[src/rtl/alu_multicycle.sv]
// Multi-cycle integer ALU: single-cycle logic/add/sub, iterative shift-add multiply and restoring divide.
// Define ALU_MC_DIVIDE_EN to build the divider; otherwise opcode 4 reports error in one cycle.
module alu_multicycle #(
   parameter int WIDTH = 32,
   parameter int CNT_W = $clog2(WIDTH) + 1
) (
   input  logic             clock,
   input  logic             reset,
   input  logic             start,
   input  logic [2:0]       control,
   input  logic [WIDTH-1:0] op1,
   input  logic [WIDTH-1:0] op2,
   output logic             busy,
   output logic             done,
   output logic [WIDTH-1:0] result,
   output logic [WIDTH-1:0] extra,
   output logic             error
);

   typedef enum logic [1:0] {S_IDLE, S_SINGLE, S_ITER, S_FINISH} state_t;
   typedef enum logic [2:0] {
      OP_AND = 3'd0, OP_ADD = 3'd1, OP_SUB = 3'd2, OP_MUL = 3'd3,
      OP_DIV = 3'd4, OP_OR  = 3'd5, OP_XOR = 3'd6, OP_PASS = 3'd7
   } op_t;

   state_t           state;
   op_t              op_q;
   logic [WIDTH-1:0] opa, opb;
   logic [WIDTH-1:0] acc_hi, acc_lo;
   logic [CNT_W-1:0] count;

   logic [WIDTH:0]   add_sum, sub_diff, mul_sum;
   logic [WIDTH-1:0] s_res, s_ext;
   logic             s_err;
   logic             go_iter;

   assign add_sum  = {1'b0, opa} + {1'b0, opb};
   assign sub_diff = {1'b0, opa} - {1'b0, opb};
   // {acc_hi,acc_lo} is the shifting product; acc_lo starts as the multiplier
   assign mul_sum  = {1'b0, acc_hi} + (acc_lo[0] ? {1'b0, opa} : '0);

`ifdef ALU_MC_DIVIDE_EN
   logic [WIDTH:0] div_trial, div_diff;
   // acc_hi is the partial remainder, acc_lo the dividend shifting into the quotient
   assign div_trial = {acc_hi, acc_lo[WIDTH-1]};
   assign div_diff  = div_trial - {1'b0, opb};
`endif

   always_comb begin
      go_iter = (control == OP_MUL);
`ifdef ALU_MC_DIVIDE_EN
      if (control == OP_DIV && op2 != '0)
         go_iter = 1'b1;
`endif
   end

   always_comb begin
      s_res = '0;
      s_ext = '0;
      s_err = 1'b0;
      case (op_q)
         OP_AND:  s_res = opa & opb;
         OP_ADD:  begin
            s_res = add_sum[WIDTH-1:0];
            s_ext = {{(WIDTH-1){1'b0}}, add_sum[WIDTH]};
         end
         OP_SUB:  begin
            s_res = sub_diff[WIDTH-1:0];
            s_ext = {{(WIDTH-1){1'b0}}, sub_diff[WIDTH]};
         end
         OP_DIV:  begin
`ifdef ALU_MC_DIVIDE_EN
            s_res = '1;
            s_ext = opa;
`endif
            s_err = 1'b1;
         end
         OP_OR:   s_res = opa | opb;
         OP_XOR:  s_res = opa ^ opb;
         OP_PASS: s_res = opa;
         default: s_res = '0;
      endcase
   end

   always_ff @(posedge clock) begin
      if (reset) begin
         state  <= S_IDLE;
         op_q   <= OP_AND;
         opa    <= '0;
         opb    <= '0;
         acc_hi <= '0;
         acc_lo <= '0;
         count  <= '0;
         busy   <= 1'b0;
         done   <= 1'b0;
         error  <= 1'b0;
         result <= '0;
         extra  <= '0;
      end else begin
         done <= 1'b0;
         case (state)
            S_IDLE: begin
               if (start) begin
                  op_q   <= op_t'(control);
                  opa    <= op1;
                  opb    <= op2;
                  acc_hi <= '0;
                  acc_lo <= (control == OP_MUL) ? op2 : op1;
                  count  <= '0;
                  busy   <= 1'b1;
                  state  <= go_iter ? S_ITER : S_SINGLE;
               end
            end
            S_SINGLE: begin
               result <= s_res;
               extra  <= s_ext;
               error  <= s_err;
               done   <= 1'b1;
               busy   <= 1'b0;
               state  <= S_IDLE;
            end
            S_ITER: begin
`ifdef ALU_MC_DIVIDE_EN
               if (op_q == OP_DIV) begin
                  if (!div_diff[WIDTH]) begin
                     acc_hi <= div_diff[WIDTH-1:0];
                     acc_lo <= {acc_lo[WIDTH-2:0], 1'b1};
                  end else begin
                     acc_hi <= div_trial[WIDTH-1:0];
                     acc_lo <= {acc_lo[WIDTH-2:0], 1'b0};
                  end
               end else begin
                  acc_hi <= mul_sum[WIDTH:1];
                  acc_lo <= {mul_sum[0], acc_lo[WIDTH-1:1]};
               end
`else
               acc_hi <= mul_sum[WIDTH:1];
               acc_lo <= {mul_sum[0], acc_lo[WIDTH-1:1]};
`endif
               count <= count + 1'b1;
               if (count == CNT_W'(WIDTH - 1))
                  state <= S_FINISH;
            end
            S_FINISH: begin
               result <= acc_lo;
               extra  <= acc_hi;
               error  <= 1'b0;
               done   <= 1'b1;
               busy   <= 1'b0;
               state  <= S_IDLE;
            end
            default: state <= S_IDLE;
         endcase
      end
   end

endmodule
[config.mk]
export PLATFORM = sky130hd
export DESIGN_NAME = alu_multicycle
export DESIGN_NICKNAME = d
export VERILOG_FILES = /design/src/rtl/alu_multicycle.sv
export SDC_FILE = /design/constraint.sdc
export NUM_CORES = 1
export LEC_CHECK = 0
export ABC_AREA = 1
export CORE_MARGIN = 8
export CORE_UTILIZATION = 40
export CTS_CLUSTER_DIAMETER = 60
export DETAILED_ROUTE_END_ITERATION = 16
export GPL_TIMING_DRIVEN = 0
export HOLD_SLACK_MARGIN = 0.06
export SYNTH_ARGS = -nofsm -noshare
export SYNTH_HDL_FRONTEND = slang
export SYNTH_SLANG_ARGS = --single-unit
[constraint.sdc]
create_clock -name clock -period 3.05 [get_ports clock]
set_input_delay 0.915 -clock clock [delete_from_list [all_inputs] [get_ports clock]]
set_output_delay 0.915 -clock clock [all_outputs]
set_load 0.03 [all_outputs]
Yosys cells after proc, flatten, opt, wreduce, memory -nomap -nowiden
Index checks and enable logic that the tools add are counted.

cells by class
  add/sub/neg operators = 4
  eq/ne operators = 13
  multiplexer cells = 21
  bitwise operators = 3
  reductions and logical operators = 10

operator list
  cell                                           number
  one-hot mux 32 bit (2 select lines)            4
  one-hot mux 32 bit (6 select lines)            1
  two-way mux 32 bit                             4
  adder 32 x 32 -> 33 bit                        2
  subtractor 32 x 32 -> 33 bit                   1
  bitwise AND 32 bit                             1
  bitwise OR 32 bit                              1
  XOR 32 bit                                     1
  == test 3 bit, second input constant           4
  one-hot mux 6 bit (2 select lines)             1
  AND reduction 2 bit                            4
  adder 6 x 1 -> 6 bit, second input constant    1
  == test 3 x 2 -> 1 bit, second input constant  2
  == test 6 x 5 -> 1 bit, second input constant  1
  two-way mux 2 bit                              3
  two-way mux 6 bit                              1
  one-hot mux 1 bit (2 select lines)             3
  one-hot mux 2 bit (3 select lines)             1
  nonzero test 2 bit                             3
  == test 2 bit, second input constant           2
  inequality test 2 bit, second input constant   2
  == test 3 x 1 -> 1 bit, second input constant  1
  logical NOT 3 bit                              1
  two-way mux 1 bit                              3
  3 further kinds                                3

storage, ports and cells
  register bits after elaboration = 206
  input bits = 70
  output and inout bits = 67
  logic and storage cells = 63

Logic depth before layout (Yosys ltp)
Gate-level depths: netlist (run 1).

  word-level depth = 4
  depth in mapped cells = 19
  depth with buffers taken out = 18

Worst setup path before layout (run 1)
Ideal clock, no wire load.

  path type = register -> register
  start point = reg acc_lo[0]
  end point = reg acc_hi[23]
  library setup time = 0.132 ns
  arrival = 2.321 ns
  required time = 2.918 ns
  path slack = 0.597 ns
  cell stages (with the launch flop) = 18
  path buffers = 2
  clock period less this slack = 2.453 ns
  cells stage by stage = dfxtp_1 -> clkbuf_1 -> clkbuf_1 -> nand2_1 -> inv_1 -> ha_1 -> inv_1 -> fa_1 -> o21ai_0 -> nand2_1 -> nand2_1 -> nand2_1 -> nand2_1 -> nand2_1 -> nand2_1 -> nand2_1 -> nand3_1 -> a21oi_1

between the ends
  word-level cells in the longest chain between the ends = 3

ends and longest elaborated chain
  item                                 line  source
  start: declaration                   29    logic [WIDTH-1:0] acc_hi, acc_lo;
  start signal: assignment             108   acc_lo <= (control == OP_MUL) ? op2 : op1;
  start signal: assignment             138   acc_lo <= {mul_sum[0], acc_lo[WIDTH-1:1]};
  two-way mux 32 bit                   40    assign mul_sum = {1'b0, acc_hi} + (acc_lo[0] ? {1'b0, opa} : '0);
  adder 32 x 32 -> 33 bit              40
  one-hot mux 32 bit (2 select lines)  101   case (state)
  end signal: assignment               137   acc_hi <= mul_sum[WIDTH:1];
  end: declaration                     29

Every way passes these cells.
A chain may end at the register's enable or synchronous reset.

Final worst setup path (run 1)
  start point = reg acc_lo[0]
  end point = reg acc_hi[21]

Same word-level chain as after synthesis.

==> results of run 1 <==
==> sequential cells by signal (all words and copies together) (netlist names) <==
signal  cells
acc_hi     32
acc_lo     32
extra      32
opa        32
opb        32
result     32
count       6
op_q        3
state       2
busy        1
done        1
error       1
==> logic make-up (layout without fill, tap and decap cells) <==
family          after synthesis  count (layout)  share of synthesized area, %
fa+ha+maj                   139             139                          10.8
buf+inv                     525             703                          12.8
xor+xnor                      5               5                         0.268
compound gates              676             676                          22.2
simple gates               1117            1117                          28.6
flops                       206             206                          25.3
==> metrics by stage <==
stage,power (W),setup WS [ns]
CTS,0.00871,0.0492
global route,0.00915,0.00307
finish,0.00875,0.101
detailed placement,0.00571,-0.324
floorplan,0.00468,0.597
global placement,0.00569,-0.301
==> power breakdown <==
group	switching [W]	internal, W
registers	0.000189	0.00284
clock network	0.00121	0.00180
logic	0.00189	0.000816
==> worst max-delay path by stage <==
stage / startpoint / end / slack, ns / depth (start not counted)
final: acc_lo[0] / acc_hi[21] / 0.10 / 13
after global routing: acc_lo[0] / acc_hi[19] / 0.003 / 13
after CTS: opa[24] / extra[0] / 0.05 / 14
after detailed placement: acc_lo[0] / acc_hi[28] / -0.32 / 15
after global placement: acc_lo[0] / acc_hi[28] / -0.30 / 15
after floorplan: acc_lo[0] / acc_hi[23] / 0.60 / 17
==> synth_stat cells, types with 3 or more instances <==
master / count / share of area, %
sky130_fd_sc_hd__and3_1: 5 / 0.19
sky130_fd_sc_hd__ha_1: 136 / 10
sky130_fd_sc_hd__dfxtp_1: 206 / 25
sky130_fd_sc_hd__nand3_1: 152 / 4.7
sky130_fd_sc_hd__a31oi_1: 34 / 1.3
sky130_fd_sc_hd__a21o_1: 5 / 0.23
sky130_fd_sc_hd__nor2_2: 8 / 0.31
sky130_fd_sc_hd__a221oi_1: 10 / 0.54
sky130_fd_sc_hd__buf_6: 7 / 0.48
sky130_fd_sc_hd__nand2_2: 9 / 0.34
sky130_fd_sc_hd__clkbuf_1: 73 / 1.7
sky130_fd_sc_hd__o21ai_0: 235 / 7.2
sky130_fd_sc_hd__nand2_1: 716 / 16
sky130_fd_sc_hd__or2_2: 7 / 0.27
sky130_fd_sc_hd__nor3_1: 23 / 0.71
sky130_fd_sc_hd__buf_2: 29 / 0.89
sky130_fd_sc_hd__buf_1: 3 / 0.069
sky130_fd_sc_hd__o21a_1: 7 / 0.32
sky130_fd_sc_hd__buf_4: 10 / 0.46
sky130_fd_sc_hd__o21bai_1: 10 / 0.46
sky130_fd_sc_hd__o21ai_1: 6 / 0.18
sky130_fd_sc_hd__fa_1: 3 / 0.37
sky130_fd_sc_hd__xor2_1: 5 / 0.27
sky130_fd_sc_hd__inv_1: 394 / 9.1
sky130_fd_sc_hd__inv_2: 8 / 0.18
sky130_fd_sc_hd__nand3_2: 5 / 0.31
sky130_fd_sc_hd__o22ai_1: 48 / 1.8
sky130_fd_sc_hd__nor2_1: 151 / 3.5
sky130_fd_sc_hd__nand4_1: 21 / 0.80
sky130_fd_sc_hd__o31ai_1: 5 / 0.23
sky130_fd_sc_hd__nand3b_1: 6 / 0.28
sky130_fd_sc_hd__a21oi_1: 304 / 9.3
==> worst max-delay path, stage by stage (launching register included) <==
cell and delay [ns]:
sky130_fd_sc_hd__dfxtp_2 0.39, sky130_fd_sc_hd__clkbuf_2 0.21, sky130_fd_sc_hd__nand2_1 0.10, sky130_fd_sc_hd__inv_1 0.05, sky130_fd_sc_hd__ha_1 0.37, sky130_fd_sc_hd__nand2_1 0.14
sky130_fd_sc_hd__nor2_1 0.18, sky130_fd_sc_hd__inv_1 0.09, sky130_fd_sc_hd__nor3_1 0.60, sky130_fd_sc_hd__nand4_1 0.22, sky130_fd_sc_hd__nand3_1 0.19, sky130_fd_sc_hd__a21oi_1 0.08
sky130_fd_sc_hd__o21ai_1 0.12, sky130_fd_sc_hd__a21oi_1 0.07
==> area by class of cell <==
class / count / area [um2]
tap: 532 / 666
sequential: 206 / 4130
fill: 4328 / 21400
inverter: 403 / 1510
clock inverter: 8 / 106
multi-input combinational: 1937 / 10100
buffer: 121 / 583
timing repair buffer: 136 / 1360
clock buffer: 35 / 713
==> what timing repair did <==
action	in CTS	in global routing
endpoints found under the hold margin	0	0
resized for setup	5	11
setup endpoints to repair	24	17
==> per-layer routing <==
layer / global-route usage, % / part of all wire (%) / vias up
met4: 11.1 / 3.8 / 0
met2: 51.0 / 47 / 730
met1: 38.1 / 42 / 8559
li1: - / - / 8999
met5: 0 / 0 / -
met3: 2.48 / 6.5 / 122
==> layout by cell type (no fill, tap or decap), drive strengths merged, types with 21 or more instances in the layout <==
cell type,n
o22ai,48
nand3,157
o21ai,242
buf,49
a31oi,34
inv,404
nand2,725
clkdlybuf4s50,136
ha,136
dfxtp,206
clkbuf,107
a21oi,306
nand4,21
nor2,161
nor3,26
==> qor.log, run 1 <==
[floorplan] Die Height 218 um
[floorplan] # rows 74
[hold_path] worst hold path depth 2
[logic_synthesis] sequential element share of the synthesized area 25.3%
[setup_path] reg-to-reg critical path startpoint acc_lo[0]
[routing] remaining number of nets flagged by the antenna check after routing 0
[floorplan] initial standard-cell utilization of the core 40.3%
[setup_path] peak fanout along the critical path 10
[placed_design] number of placed instances with taps included 3336
[setup_path] Crit path arrival time 3.34 ns
[routing] routed via count 18410
[routing] Routed Wire Length 73200 um
[global_route] largest net degree at the start of global routing 14
[sta] Hold WS 0.452 ns
[cts] clock tree from TritonCTS built
[hold_path] Hold WC Path Type reg2reg
[job] Maximum Capacitance Violations 0
[global_route] Tot GR Track Use 29.6%
[logic_synthesis] Post-synth EDFFs 0
[logic_synthesis] share of async-settable or async-resettable flops after synthesis 0%
[routing] # DRC 0
[sta] Finish-stage setup viols 0
[logic_synthesis] gate count after technology mapping 2668
[cts] total clock buffers created by CTS 24
[global_route] vias in the first global route 17745
[layout] area of all placed cells without fillers 0.0192 mm2
[pwr] power per unit of standard cell area 456 mW/mm2
[routing] routed length per instance 21.7 um
[floorplan] overall die width 218 um
[layout] relative area change from synthesis to final layout 17.6%
[logic_synthesis] number of warnings issued by yosys 0
[global_route] global-route wire length before repair 108000 um
[cts] total setup buffers inserted after CTS 0
[floorplan] # IOs 137
[logic_synthesis] Cell variety after synth 51
[pwr] maximum VDD drop 0.350 mV
[sta] final max-slew violation count 0
[global_route] overflow left after global routing 0
[hold_path] beginning of the worst hold path extra[18]
[placed_design] Detailed Place HPWL 60800 um
[setup_path] Crit Path Class reg2reg
[placed_design] last weighted congestion value of the routability-driven placer 0.998
[cts] CTS HTree Levels 1
[layout] share of cells above drive strength 1 5.13%
[floorplan] die area 0.0475 mm2
[routing] per-cell via count in the routed design 5.45
[routing] number of DRC violations after detailed-routing iteration 0 1669
[sta] pin slew with the least headroom to its limit 1.03 ns
[hold_path] endpoint of the worst hold-timing path extra[18]
[placed_design] area post-placement 0.0184 mm2
[sta] headroom to the max-slew limit 30.9%
[cts] number of sinks driven by the clock tree 206
[layout] share of the core filled with cells in the final layout 47.3%
[cts] clock root buffer sky130_fd_sc_hd__clkbuf_16
[placed_design] count of port buffers added during placement 136
[sta] fin crit share 96.7%
[logic_synthesis] synthesized netlist net count 2877
[cts] Bufs on Longest Clock Path 3
[cts] insertion delay of the later-clocked pin in the worst-skew pair 0.53 ns
[sta] time the worst path needs with I/O delays and setup 2.95 ns
[sta] Worst Skew 0.00960 ns
[layout] Final nets 3038
[sta] Fmax 339 MHz
[sta] RSZ-0062 raised after global routing false
[global_route] antenna violations before repair 1
[setup_path] kind of capture point of the worst setup path flip-flop
[logic_synthesis] ys flop type sky130_fd_sc_hd__dfxtp_1
[setup_path] sort of element at the start of the critical path flip-flop
[setup_path] slack of the worst reg-to-reg path 0.10 ns
[cts] Clock Pin Slew Worst Setup and Hold Paths 0.06 ns
[layout] diode insertion count for antenna repair 0
[logic_synthesis] post-synthesis area per instance 6.12 um2
[logic_synthesis] Seq cells post-synth 206
[layout] post-layout instance count excluding filler cells 3378
[routing] drt first pass iters 5
[floorplan] Core ar. 0.0406 mm2
[sta] Setup TNS 0 ns
[setup_path] Reg2Reg Depth 13
[pwr] P_leak 8.96 nW
[logic_synthesis] Post-Synthesis Cell Area 0.0163 mm2
[setup_path] worst r2r dst acc_hi[21]
[sta] Final Hold Violating Endpoints 0
[outcome] outcome finished clean
[setup_path] data required time at the worst endpoint 3.44 ns
[cts] number of hold buffers added after CTS 0
Note: power is estimated with default switching activity, not from simulation.
==> run 2, diff against run 1 <==
--- a/config.mk
+++ b/config.mk
@@ -6,8 +6,7 @@
 export NUM_CORES = 1
 export LEC_CHECK = 0
 export ABC_AREA = 1
-export CORE_MARGIN = 8
-export CORE_UTILIZATION = 40
+export CORE_UTILIZATION = 35
 export CTS_CLUSTER_DIAMETER = 60
 export DETAILED_ROUTE_END_ITERATION = 16
 export GPL_TIMING_DRIVEN = 0
==> run 2 against run 1 <==
Compared with the run above:
- combinational power is 1% lower
- clock skew is 0.017 ns higher
- fmax is 0.80% higher
- non-clock buffer count stayed put
- worst hold slack better by 0.0056 ns
- critical path depth is 3 higher
- worst setup slack better by 0.023 ns
- global-route usage is 0.82 points lower
- power is 3.7% lower
- largest power group unchanged
- highest routed layer unchanged
==> qor.log, run 2 (synthesis results as in run 1) <==
[outcome] outcome finished clean
[floorplan] die area 0.0475 mm2
[layout] relative area change from synthesis to final layout 17.4%
[setup_path] Critical Path Most Common Cell sky130_fd_sc_hd__nand2_1
[layout] number of fill cells in the layout 4940
[setup_path] crit path buf inv count 2
[pwr] maximum VDD drop 0.404 mV
[sta] headroom to the max-slew limit 30.8%
[global_route] antenna violations before repair 0
[sta] pin slew with the least headroom to its limit 1.04 ns
[layout] Final nets 3037
[pwr] Comb pwr share 31.7%
[cts] clock root buffer sky130_fd_sc_hd__clkbuf_16
[setup_path] Crit path arrival time 3.39 ns
[sta] Final Hold Violating Endpoints 0
[layout] leading cell type in the layout, fill and taps excluded sky130_fd_sc_hd__nand2_1
[global_route] global-route wire length before repair 104000 um
[layout] most used cells in the layout excluding fill and tap cells 716 x sky130_fd_sc_hd__nand2_1, 393 x sky130_fd_sc_hd__inv_1, 303 x sky130_fd_sc_hd__a21oi_1
[global_route] vias in the first global route 17651
[routing] routed length per instance 20.2 um
[cts] clock tree from TritonCTS built
[setup_path] slack of the worst reg-to-reg path 0.12 ns
[routing] routed via count 18389
[pwr] portion of total power attributed to sequential cells 36.0%
[pwr] switching power total 0.00325 W
[setup_path] cell breakdown of the critical path ha_2, inv_1, fa_1, inv_1, nand3_1, nand3_1, nand3_1, nand3_1, nand2_1, nand2_1, nand4_1, nand2_1, nand2_1, nand3_1, nand2_1, nand2_1
[setup_path] reg-to-reg critical path startpoint opb[0]
[cts] Clock Pin Slew Worst Setup and Hold Paths 0.06 ns
[layout] diode insertion count for antenna repair 0
[layout] share of the core filled with cells in the final layout 42.0%
[pwr] sw frac 38.5%
[floorplan] Core ar. 0.0457 mm2
[routing] number of DRC violations after detailed-routing iteration 0 1764
[routing] # DRC 0
[routing] Routed Wire Length 69500 um
[sta] fin crit share 95.9%
[setup_path] largest stage delay on the critical path 0.49 ns
[global_route] peak-usage layer in the global routing report met2
[sta] Hold WS 0.457 ns
[cts] CTS HTree Levels 1
[floorplan] overall die width 218 um
[global_route] largest net degree at the start of global routing 14
[sta] time the worst path needs with I/O delays and setup 2.93 ns
[pwr] power per unit of standard cell area 440 mW/mm2
[global_route] met3 track demand over resource 2.82%
[sta] final max-slew violation count 0
[sta] Setup TNS 0 ns
[cts] insertion delay of the later-clocked pin in the worst-skew pair 0.54 ns
[floorplan] # IOs 137
[setup_path] Reg2Reg Depth 16
[pwr] internal power contribution 0.00518 W
[setup_path] critical path's top delay family simple AND/OR/NAND/NOR gates
[layout] footprint of the flip-flops and latches 0.00413 mm2
[sta] Worst Skew 0.0266 ns
[setup_path] count of cell instances traversed by the critical path 16
[layout] share of cells above drive strength 1 4.92%
[cts] total clock buffers created by CTS 23
[cts] total setup buffers inserted after CTS 0
[placed_design] count of port buffers added during placement 136
[pwr] P_leak 8.91 nW
[routing] drt first pass iters 8
[setup_path] Crit Path Class reg2reg
[sta] Finish-stage setup viols 0
[placed_design] Detailed Place HPWL 57600 um
[global_route] met1 demand-to-capacity share in global routing 37.0%
[floorplan] Die Height 218 um
[setup_path] kind of capture point of the worst setup path flip-flop
[global_route] Tot GR Track Use 28.8%
[placed_design] last weighted congestion value of the routability-driven placer 1.02
[job] Maximum Capacitance Violations 0
[hold_path] Hold WC Path Type reg2reg
[global_route] M2 GR Usage 49.1%
[setup_path] Worst path slowest cell sky130_fd_sc_hd__dfxtp_1
[routing] per-cell via count in the routed design 5.34
[setup_path] Worst setup startpoint opb[0]
[hold_path] beginning of the worst hold path extra[17]
[setup_path] data required time at the worst endpoint 3.51 ns
[cts] number of hold buffers added after CTS 0
[sta] Fmax 342 MHz
[floorplan] initial standard-cell utilization of the core 35.7%
[setup_path] worst r2r dst extra[0]
[cts] number of sinks driven by the clock tree 206
[cts] Bufs on Longest Clock Path 3
[setup_path] sort of element at the start of the critical path flip-flop
[layout] area of combinational cells with multiple inputs 0.0101 mm2
[routing] remaining number of nets flagged by the antenna check after routing 0
[global_route] overflow left after global routing 0
[floorplan] # rows 78
[setup_path] peak fanout along the critical path 4
[setup_path] end of the critical path extra[0]
[pwr] clock share of power 32.3%
run 2: area by class of cell:
type	count	share of cell area [%]
Inverter	403	7.89
Tap cell	600	3.92
Multi-Input combinational cell	1937	52.8
Sequential cell	206	21.5
Clock inverter	12	0.529
Clock buffer	28	3.21
Timing Repair Buffer	136	7.10
Buffer	121	3.04
run 2: stage by stage:
step           instance area, um2  setup slack (ns)  total power, W  instances
2_1_floorplan               16300             0.597         0.00468       2668
3_3_place_gp                18400            -0.270         0.00565       3404
3_5_place_dp                18400            -0.293         0.00567       3404
4_1_cts                     19200            0.0447         0.00838       3443
5_1_grt                     19200           -0.0347         0.00879       3443
6_report                    19200             0.124         0.00842       3443
run 2: worst min-delay path by stage:
stage | to | slack [ns] | depth (start not counted)
after detailed placement | extra[9] | 0.45 | 2
after global routing | extra[20] | 0.47 | 2
after global placement | extra[17] | 0.44 | 2
final | extra[17] | 0.46 | 2
after CTS | extra[17] | 0.46 | 2
after floorplan | acc_hi[0] | 0.46 | 2
run 2: metal layers:
metal | up-vias | wire, um
met5 | - | 0
met4 | 0 | 2790
met3 | 140 | 4760
met2 | 751 | 32300
met1 | 8496 | 29700
li1 | 9002 | -
run 2: worst reg2reg max path, delay by kind of cell (launching register included):
family | cells | cell delay (ns)
adders and majority gates | 2 | 0.74
and+or+nand+nor | 12 | 1.46
buffers and inverters | 2 | 0.18
DFF | 1 | 0.49
run 2: what timing repair did:
| item | 4_1_cts | 5_1_grt |
|---|---|---|
| gates resized for setup | 3 | 7 |
| setup endpoints to repair | 20 | 17 |
| pin swaps | 0 | 0 |
run 2: power by group through the flow:
stage | Sequential, W | Combinational, W | Clock [W]
2_1_floorplan | 0.00306 | 0.00161 | 0
3_3_place_gp | 0.00307 | 0.00258 | 0
3_5_place_dp | 0.00307 | 0.00260 | 0
4_1_cts | 0.00302 | 0.00261 | 0.00275
5_1_grt | 0.00304 | 0.00292 | 0.00284
6_report | 0.00303 | 0.00267 | 0.00272
==> run 3, diff against run 2 <==
--- a/config.mk
+++ b/config.mk
@@ -8,9 +8,11 @@
 export ABC_AREA = 1
 export CORE_UTILIZATION = 35
 export CTS_CLUSTER_DIAMETER = 60
+export CTS_CLUSTER_SIZE = 16
 export DETAILED_ROUTE_END_ITERATION = 16
 export GPL_TIMING_DRIVEN = 0
 export HOLD_SLACK_MARGIN = 0.06
+export SETUP_SLACK_MARGIN = 0.3
 export SYNTH_ARGS = -nofsm -noshare
 export SYNTH_HDL_FRONTEND = slang
 export SYNTH_SLANG_ARGS = --single-unit
==> run 3 against run 2 <==
Compared with the run above:
- sequential cell count stayed put
- utilization is 0.26 points higher
- cell count is 0.26% lower
- highest routed layer unchanged
==> qor.log, run 3 (synthesis results as in run 1) <==
[global_route] antenna violations before repair 1
[floorplan] die area 0.0475 mm2
[layout] most used cells in the layout excluding fill and tap cells 708 x sky130_fd_sc_hd__nand2_1, 391 x sky130_fd_sc_hd__inv_1, 298 x sky130_fd_sc_hd__a21oi_1
[cts] number of hold buffers added after CTS 0
[sta] pin slew with the least headroom to its limit 1.04 ns
[setup_path] Worst path slowest cell sky130_fd_sc_hd__dfxtp_2
[setup_path] data required time at the worst endpoint 3.43 ns
[cts] clock root buffer sky130_fd_sc_hd__clkbuf_16
[global_route] vias in the first global route 17624
[placed_design] last weighted congestion value of the routability-driven placer 1.02
[global_route] largest net degree at the start of global routing 17
[pwr] Comb pwr share 34.2%
[placed_design] count of port buffers added during placement 136
[routing] top layer in use met4
[routing] Routed Wire Length 69600 um
[setup_path] sort of element at the start of the critical path flip-flop
[setup_path] largest stage delay on the critical path 0.45 ns
[cts] Bufs on Longest Clock Path 3
[setup_path] cell breakdown of the critical path inv_1, ha_1, clkbuf_4, a21oi_1, nor2_1, nor2_1, nand2_1, a21oi_1, nand2_1, nand4_1, nand2_1, nand2_1, nand3_1, nand2_1, nand2_1
[pwr] clock share of power 27.9%
[pwr] maximum VDD drop 0.628 mV
[layout] share of cells above drive strength 1 6.92%
[global_route] Tot GR Track Use 28.8%
[setup_path] Crit Path Class reg2reg
[sta] Worst Skew 0.0353 ns
[floorplan] Die Height 218 um
[layout] post-layout instance count excluding filler cells 3434
[sta] headroom to the max-slew limit 30.5%
[layout] number of fill cells in the layout 4958
[floorplan] # rows 78
[routing] detailed-routed wire length on met2 32300 um
[cts] insertion delay of the later-clocked pin in the worst-skew pair 0.51 ns
[layout] Final nets 3036
[floorplan] overall die width 218 um
[routing] metal3 WL 4810 um
[routing] number of DRC violations after detailed-routing iteration 0 1643
[sta] Final Hold Violating Endpoints 0
[pwr] switching power total 0.00314 W
[floorplan] initial standard-cell utilization of the core 35.7%
[routing] M1 WL 29600 um
[setup_path] Reg2Reg Depth 15
[routing] # DRC 0
[hold_path] Hold WC Path Type reg2reg
[pwr] P_leak 8.94 nW
[sta] Finish-stage setup viols 0
[job] Maximum Capacitance Violations 0
[layout] leading cell type in the layout, fill and taps excluded sky130_fd_sc_hd__nand2_1
[layout] area of combinational cells with multiple inputs 0.0103 mm2
[placed_design] Detailed Place HPWL 57600 um
[sta] Hold WS 0.462 ns
[cts] clock tree from TritonCTS built
[sta] final max-slew violation count 0
[routing] routed length per instance 20.3 um
[layout] footprint of the flip-flops and latches 0.00415 mm2
[floorplan] Core ar. 0.0457 mm2
[global_route] global-route wire length before repair 103000 um
[outcome] outcome finished clean
[routing] routed via count 18480
[sta] RSZ-0062 raised after global routing true
[cts] total clock buffers created by CTS 18
[sta] time the worst path needs with I/O delays and setup 2.76 ns
[routing] drt first pass iters 6
[pwr] portion of total power attributed to sequential cells 37.9%
[setup_path] peak fanout along the critical path 8
[sta] Fmax 363 MHz
[pwr] power per unit of standard cell area 414 mW/mm2
[cts] Clock Pin Slew Worst Setup and Hold Paths 0.07 ns
[layout] relative area change from synthesis to final layout 18.1%
[cts] number of sinks driven by the clock tree 206
[pwr] sw frac 39.3%
[setup_path] Crit path arrival time 3.14 ns
[cts] CTS HTree Levels 1
[pwr] internal power contribution 0.00484 W
[routing] per-cell via count in the routed design 5.38
[setup_path] kind of capture point of the worst setup path flip-flop
[hold_path] worst hold path depth 2
[global_route] overflow left after global routing 0
[placed_design] number of placed instances with taps included 3404
[floorplan] # IOs 137
[sta] fin crit share 90.4%
[routing] remaining number of nets flagged by the antenna check after routing 0
[setup_path] Critical Path Most Common Cell sky130_fd_sc_hd__nand2_1
[run 3: cell types whose count changed in the layout (fill, tap and decap cells not counted), moves of 10 or more]
cell / delta
sky130_fd_sc_hd__dfxtp_1: -17
sky130_fd_sc_hd__dfxtp_2: +15
sky130_fd_sc_hd__nor2_1: -10
sky130_fd_sc_hd__nor2_2: +10
[run 3: power by group through the flow]
stage / sequential [W] / combinational, W / clock, W
floorplan: 0.00306 / 0.00161 / 0
global placement: 0.00307 / 0.00258 / 0
detailed placement: 0.00307 / 0.00260 / 0
CTS: 0.00301 / 0.00262 / 0.00226
global route: 0.00304 / 0.00297 / 0.00235
finish: 0.00303 / 0.00273 / 0.00222
[run 3: per-layer routing]
layer	GRT usage, %	up-vias
li1	-	8993
met1	37.0	8552
met2	49.0	793
met3	2.96	142
met4	11.4	0
met5	0	-
[run 3: what timing repair did]
| item | in CTS | in global routing |
|---|---|---|
| setup buffers | 1 | 2 |
| pin swaps | 2 | 7 |
| gates resized for setup | 26 | 79 |
| endpoints found under the setup margin | 33 | 45 |
[run 3: layout make-up]
| class | count | share of cell area, % |
|---|---|---|
| plain buffers | 122 | 3.19 |
| inverters | 403 | 7.86 |
| clock inverters | 5 | 0.227 |
| flip-flops and latches | 206 | 21.5 |
| multi-input cells | 1937 | 53.6 |
| well taps | 600 | 3.89 |
| diodes | 1 | 0.0130 |
| clock buffers | 21 | 2.56 |
| repair buffers | 139 | 7.18 |
[run 3: per-stage QoR]
step	TNS, ns	area [um2]	util [%]	total power, W	worst slack [ns]
finish	0	19300	42.2	0.00798	0.293
floorplan	0	16300	-	0.00468	0.597
detailed placement	-4.50	18400	40.4	0.00567	-0.293
global route	0	19300	42.2	0.00836	0.204
CTS	0	19000	41.7	0.00789	0.282
global placement	-3.67	18400	40.4	0.00565	-0.270
[run 3: final timing paths]
kind            start       end  slack [ns]
max reg2reg   opa[25]  extra[0]        0.29
max           opa[25]  extra[0]        0.29
min          extra[2]  extra[2]        0.46
min reg2reg  extra[2]  extra[2]        0.46
[run 3: worst max-delay path: cells and delay by family (launching register included)]
kind,cells,cell delay (ns)
adder cells (fa/ha/maj),1,0.31
AO/OA/AOI/OAI,2,0.50
AND/OR/NAND/NOR,10,1.04
flip-flops,1,0.45
buffers and inverters,2,0.34
==> RTL edit 1: new RTL, flow settings as in run 1 <==
Change the parameter `WIDTH` from 32 to 16.
--- a/src/rtl/alu_multicycle.sv
+++ b/src/rtl/alu_multicycle.sv
@@ -1,7 +1,7 @@
 // Multi-cycle integer ALU: single-cycle logic/add/sub, iterative shift-add multiply and restoring divide.
 // Define ALU_MC_DIVIDE_EN to build the divider; otherwise opcode 4 reports error in one cycle.
 module alu_multicycle #(
-   parameter int WIDTH = 32,
+   parameter int WIDTH = 16,
    parameter int CNT_W = $clog2(WIDTH) + 1
 ) (
    input  logic             clock,
Ports: changed (resized extra, op1, op2 and result); port bits go from 137 to 73. No check against the original RTL was run, so the function may have changed too.
==> RTL edit 1 against run 1 <==
- cell area shrank 53%
- setup slack gained 0.26 ns
- area after synthesis shrank 52%
- sequential cell count shrank 97
- clock skew shrank 0.0027 ns
- via count shrank 55%
- total power shrank 55%
- wire length shrank 62%
==> RTL edit 1: results (changes against run 1) <==
[run_status]
outcome = complete, no violations

[global_route]
grt_pass1_wl_um = 43700  ; -59%
grt_max_degree = 18  ; +4
grtUsageTotal_pct = 23.2  ; -6.5 points

[logic_synthesis]
yosysSeqAreaShare_pct = 28.1  ; +2.9 points
synth-compound-area-share_pct = 22.4  ; +0.18 points
syn-num-nets = 1324  ; -54%
synth.distinct_cells = 43  ; -16%
synthAdderAreaFrac_pct = 11.6  ; +0.79 points
synth.area.top_cells = dfxtp_1 (28%), nand2_1 (14%), ha_1 (11%)
yosys.area_share.xor_xnor_pct = 0  ; -0.27 points
synthTopCellsByCount = nand2_1 (294), a21oi_1 (161), inv_1 (149)

[power_and_ir_drop]
ir_drop_v = 0.000236  ; -33%
leakage_nw = 4.12  ; -54%

[finish]
nets = 1407  ; -54%
drive_gt1_share_pct = 4.91  ; -0.22 points

[critical_path]
crit_arrival_ns = 2.91  ; -0.43 ns

[clocking]
cts_buffer_depth = 2  ; -1
cts_max_level = 3  ; +2
cts_buffers = 9  ; -63%
clk_latency_ns = 0.36  ; -0.17 ns

[placement]
place_area_sq_um = 8810  ; -52%
hpwl_um = 22800  ; -62%
io_buffers = 72  ; -47%
gp_congestion = 0.954  ; -4.4%
post-place-ws_ns = 0.0560  ; +0.380 ns

[sta]
slew_headroom_pct = 59.5  ; +29 points
skew_ns = 0.00692  ; -0.00268 ns

[route]
drtPass1Iterations = 6  ; +1
wl_um = 27900  ; -62%
first_iter_violations = 408  ; -76%
vias = 8249  ; -55%

[hold_path]
hold_start = extra[14]$_SDFFE_PP0N_

RTL edit 1: kinds of logic (layout without fill, tap and decap cells):
logic type,Yosys count,in the layout
compound gates,323,323
buf+inv,212,300
flops,109,109
simple gates,502,502
fa+ha+maj,70,70
RTL edit 1: path summary, 6_finish.rpt:
check,endpoint,slack [ns],cells after the start
setup / recovery,acc_hi[11]$_SDFFE_PP0P_,0.36,15
hold / removal,extra[14]$_SDFFE_PP0N_,0.46,2
setup reg to reg,acc_hi[11]$_SDFFE_PP0P_,0.36,15
hold reg to reg,extra[14]$_SDFFE_PP0N_,0.46,2
RTL edit 1: critical path, stage by stage (launching register included):
cell and delay (ns):
dfxtp_1 0.31, clkbuf_1 0.31, clkbuf_2 0.31, nand2_1 0.08
inv_1 0.06, ha_1 0.17, inv_1 0.06, fa_1 0.35
inv_1 0.14, nand3_1 0.08, nand2_1 0.13, nand3_1 0.09
nand3_1 0.10, a21oi_1 0.06, o21ai_0 0.18, a21oi_1 0.11
RTL edit 1: per-layer routing:
metal	vias up	wire (um)	GRT usage, %
met3	61	1300	3.19
met5	-	13	0
met2	219	13400	40.5
met1	3785	12000	27.8
met4	2	1110	10.5
li1	4182	-	-
RTL edit 1: repair_timing:
action / CTS / global route
buffers inserted: 0 / 0
setup endpoints to repair: 0 / 3
resized for setup: 0 / 1
RTL edit 1: where the power goes:
part           internal (W)  total, W  switching [W]  leakage, nW
sequential          0.00150   0.00157      0.0000717        0.892
clock              0.000657   0.00122       0.000560        0.140
combinational      0.000368   0.00113       0.000760         3.09
RTL edit 1: stage by stage:
| step | util, % | std cells |
|---|---|---|
| after floorplan | - | 1216 |
| after global placement | 45.7 | 1553 |
| after detailed placement | 45.7 | 1553 |
| after CTS | 47.3 | 1569 |
| after global routing | 47.3 | 1569 |
| final | 47.3 | 1569 |
RTL edit 1: cell type report:
| cell class | count | area, sq um | share of cell area [%] |
|---|---|---|---|
| Tap cell | 265 | 332 | 3.64 |
| Clock inverter | 6 | 62.6 | 0.687 |
| Sequential cell | 109 | 2180 | 24.0 |
| Inverter | 154 | 578 | 6.35 |
| Multi-Input combinational cell | 895 | 4720 | 51.8 |
| Timing Repair Buffer | 72 | 721 | 7.91 |
| Clock buffer | 10 | 239 | 2.62 |
| Buffer | 58 | 275 | 3.02 |
==> RTL edit 2: new RTL, config.mk and constraints of run 1 <==
Without the edit above. Make the reset (`reset`) asynchronous in one clocked block.
--- a/src/rtl/alu_multicycle.sv
+++ b/src/rtl/alu_multicycle.sv
@@ -82,7 +82,7 @@
       endcase
    end
 
-   always_ff @(posedge clock) begin
+   always_ff @(posedge clock or posedge reset) begin
       if (reset) begin
          state  <= S_IDLE;
          op_q   <= OP_AND;
Formal check against the unedited RTL: differs if reset is asserted again (counterexample within 4 cycles, from zero or initial values and one cycle with reset high); with reset held inactive, the same outputs for 4 cycles.
==> RTL edit 2 against run 1 <==
- first-iteration DRC count fell by 11%
- fmax rose by 0.68%
- wire length fell by 4.5%
- setup slack improved by 0.020 ns
- count of clock-buffer cells in the layout fell by 6
- area after synthesis rose by 3.7%
- sequential cell count did not move
- cell area rose by 3.7%
- clock skew barely moved
- critical endpoint is now acc_hi[25]$_DFFE_PP0P_
- largest cell class unchanged
- highest routed layer unchanged
Power is not compared: it rests on default switching activity, and its combinational part moved more than twofold at a synthesized area within 25%.
==> RTL edit 2: results (changes against run 1) <==
[hold_path]
hold_start = extra[27]$_DFFE_PP0N_
holdPathStages = 2  ; unchanged
hold_end = extra[27]$_DFFE_PP0N_
holdCritPathClass = reg -> reg

[critical_path]
cpLargestDelayFamily = compound AO/OA/AOI/OAI gates
rr_worst_depth = 12  ; -1
cp_slowest_cell = dfrtp_2
r2r_setup_slack_ns = 0.12  ; +0.02 ns
max_stage_delay_ns = 0.47  ; -0.13 ns
cp-start-kind = flop
crit_path_start = acc_lo[0]$_DFFE_PP0P_
crit_path_end = acc_hi[25]$_DFFE_PP0P_

[power_and_ir_drop]
ir_drop_v = 0.000353
switching_power_w = 0.00766
leakage_nw = 10.1

[logic_synthesis]
synthTopCellsByCount = nand2_1 (699), inv_1 (413), dfrtp_1 (206)
synth_ff_type = dfrtp_1
yosysSeqAreaShare_pct = 30.5  ; +5.2 points
async_flop_share_pct = 100  ; +100 points
yosys_warnings = 0  ; unchanged
synth.area.top_cells = dfrtp_1 (30%), nand2_1 (16%), ha_1 (10%)
synth-edff-count = 0  ; unchanged
syn-num-nets = 2772  ; -3.6%
synth.distinct_cells = 50  ; -2.0%

[placement]
gp_congestion = 0.998  ; about the same
hpwl_um = 58100  ; -4.4%
io_buffers = 136  ; unchanged
place_area_sq_um = 19100  ; +3.9%

[finish]
drive_gt1_share_pct = 6.05  ; +0.92 points
antenna_cells = 0  ; unchanged
nets = 2940  ; -3.2%
num-fill-cells = 4391  ; +1.5%

[route]
post_drt_wl_per_cell_um = 21.3  ; -1.8%
vias_per_cell = 5.37  ; -1.5%
first_iter_violations = 1491  ; -11%
drtPass1Iterations = 5  ; unchanged

[clocking]
cts_resized = 5  ; unchanged
path_clk_slew_ns = 0.06  ; about the same
cts_buffer_depth = 3  ; unchanged
clock-root-buffer = clkbuf_16
cts_max_level = 1  ; unchanged
cts_buffers = 23  ; -4.2%
cts_setup_buffers = 0  ; unchanged

[sta]
skew_ns = 0.00976  ; +0.000151 ns
worst_slew_pin_slew_ns = 0.950  ; -0.0845 ns
setup_viol = 0  ; unchanged
hold_ws_ns = 0.477  ; +0.0253 ns

[global_route]
grt_pass1_vias = 17500  ; -1.1%
use_met2_pct = 45.7  ; -5.3 points
grtUsageTotal_pct = 27.7  ; -1.9 points
globalRouteMet1Util_pct = 35.6  ; -2.5 points
grt_max_degree = 43  ; +29
grt_pass1_wl_um = 105000  ; -2.4%
use_met3_pct = 5.20  ; +2.7 points
antenna_found_initial = 0  ; -1

[run_status]
outcome = complete, no violations

-- RTL edit 2: cell count changes in the layout (fill, tap and decap cells not counted), sizes merged, moves of 31 or more --
cell,run 1,this run
a21oi,306,178
clkbuf,107,75
a22oi,0,33
o21ai,242,206
nor2,161,200
dfrtp,0,206
a31oi,34,3
dfxtp,206,0
-- RTL edit 2: kinds of logic after synthesis --
group,after synthesis,synth area share [%]
flip-flops,206,30.5
XOR/XNOR,12,0.621
adder cells (fa/ha/maj),139,10.4
buffers and inverters,532,12.6
AND/OR/NAND/NOR,1138,27.8
AO/OA/AOI/OAI,536,18.1
-- RTL edit 2: power by group through the flow --
stage	Combinational, W	Clock [W]	Sequential, W
after global routing	0.00922	0.00306	0.00409
after detailed placement	0.00822	0	0.00404
after CTS	0.00825	0.00296	0.00401
final	0.00840	0.00292	0.00404
after global placement	0.00816	0	0.00403
after floorplan	0.00491	0	0.00423
-- RTL edit 2: area by class of cell --
class / instances / area, sq um / share of cell area (%)
Multi-Input combinational cell: 1825 / 9670 / 48.6
Sequential cell: 206 / 5160 / 25.9
Inverter: 427 / 1610 / 8.07
Timing Repair Buffer: 144 / 1480 / 7.45
Tap cell: 539 / 674 / 3.39
Clock buffer: 29 / 648 / 3.26
Buffer: 104 / 532 / 2.67
Clock inverter: 10 / 135 / 0.679
-- RTL edit 2: through the flow --
stage	cells	util [%]	worst slack, ns
3_5_place_dp	3243	45.6	-0.458
5_1_grt	3284	47.6	0.000546
3_3_place_gp	3238	45.3	-2.24
4_1_cts	3281	47.4	0.0332
2_1_floorplan	2563	-	-0.537
6_report	3284	47.6	0.121
-- RTL edit 2: routing by layer --
metal  share of wire [%]  up-vias  routed length, um
met5                   0        -                  0
met4                 4.0        0               2780
met3                 6.9      114               4840
met2                  46      582              31800
met1                  44     8344              30400
li1                    -     8589                  -
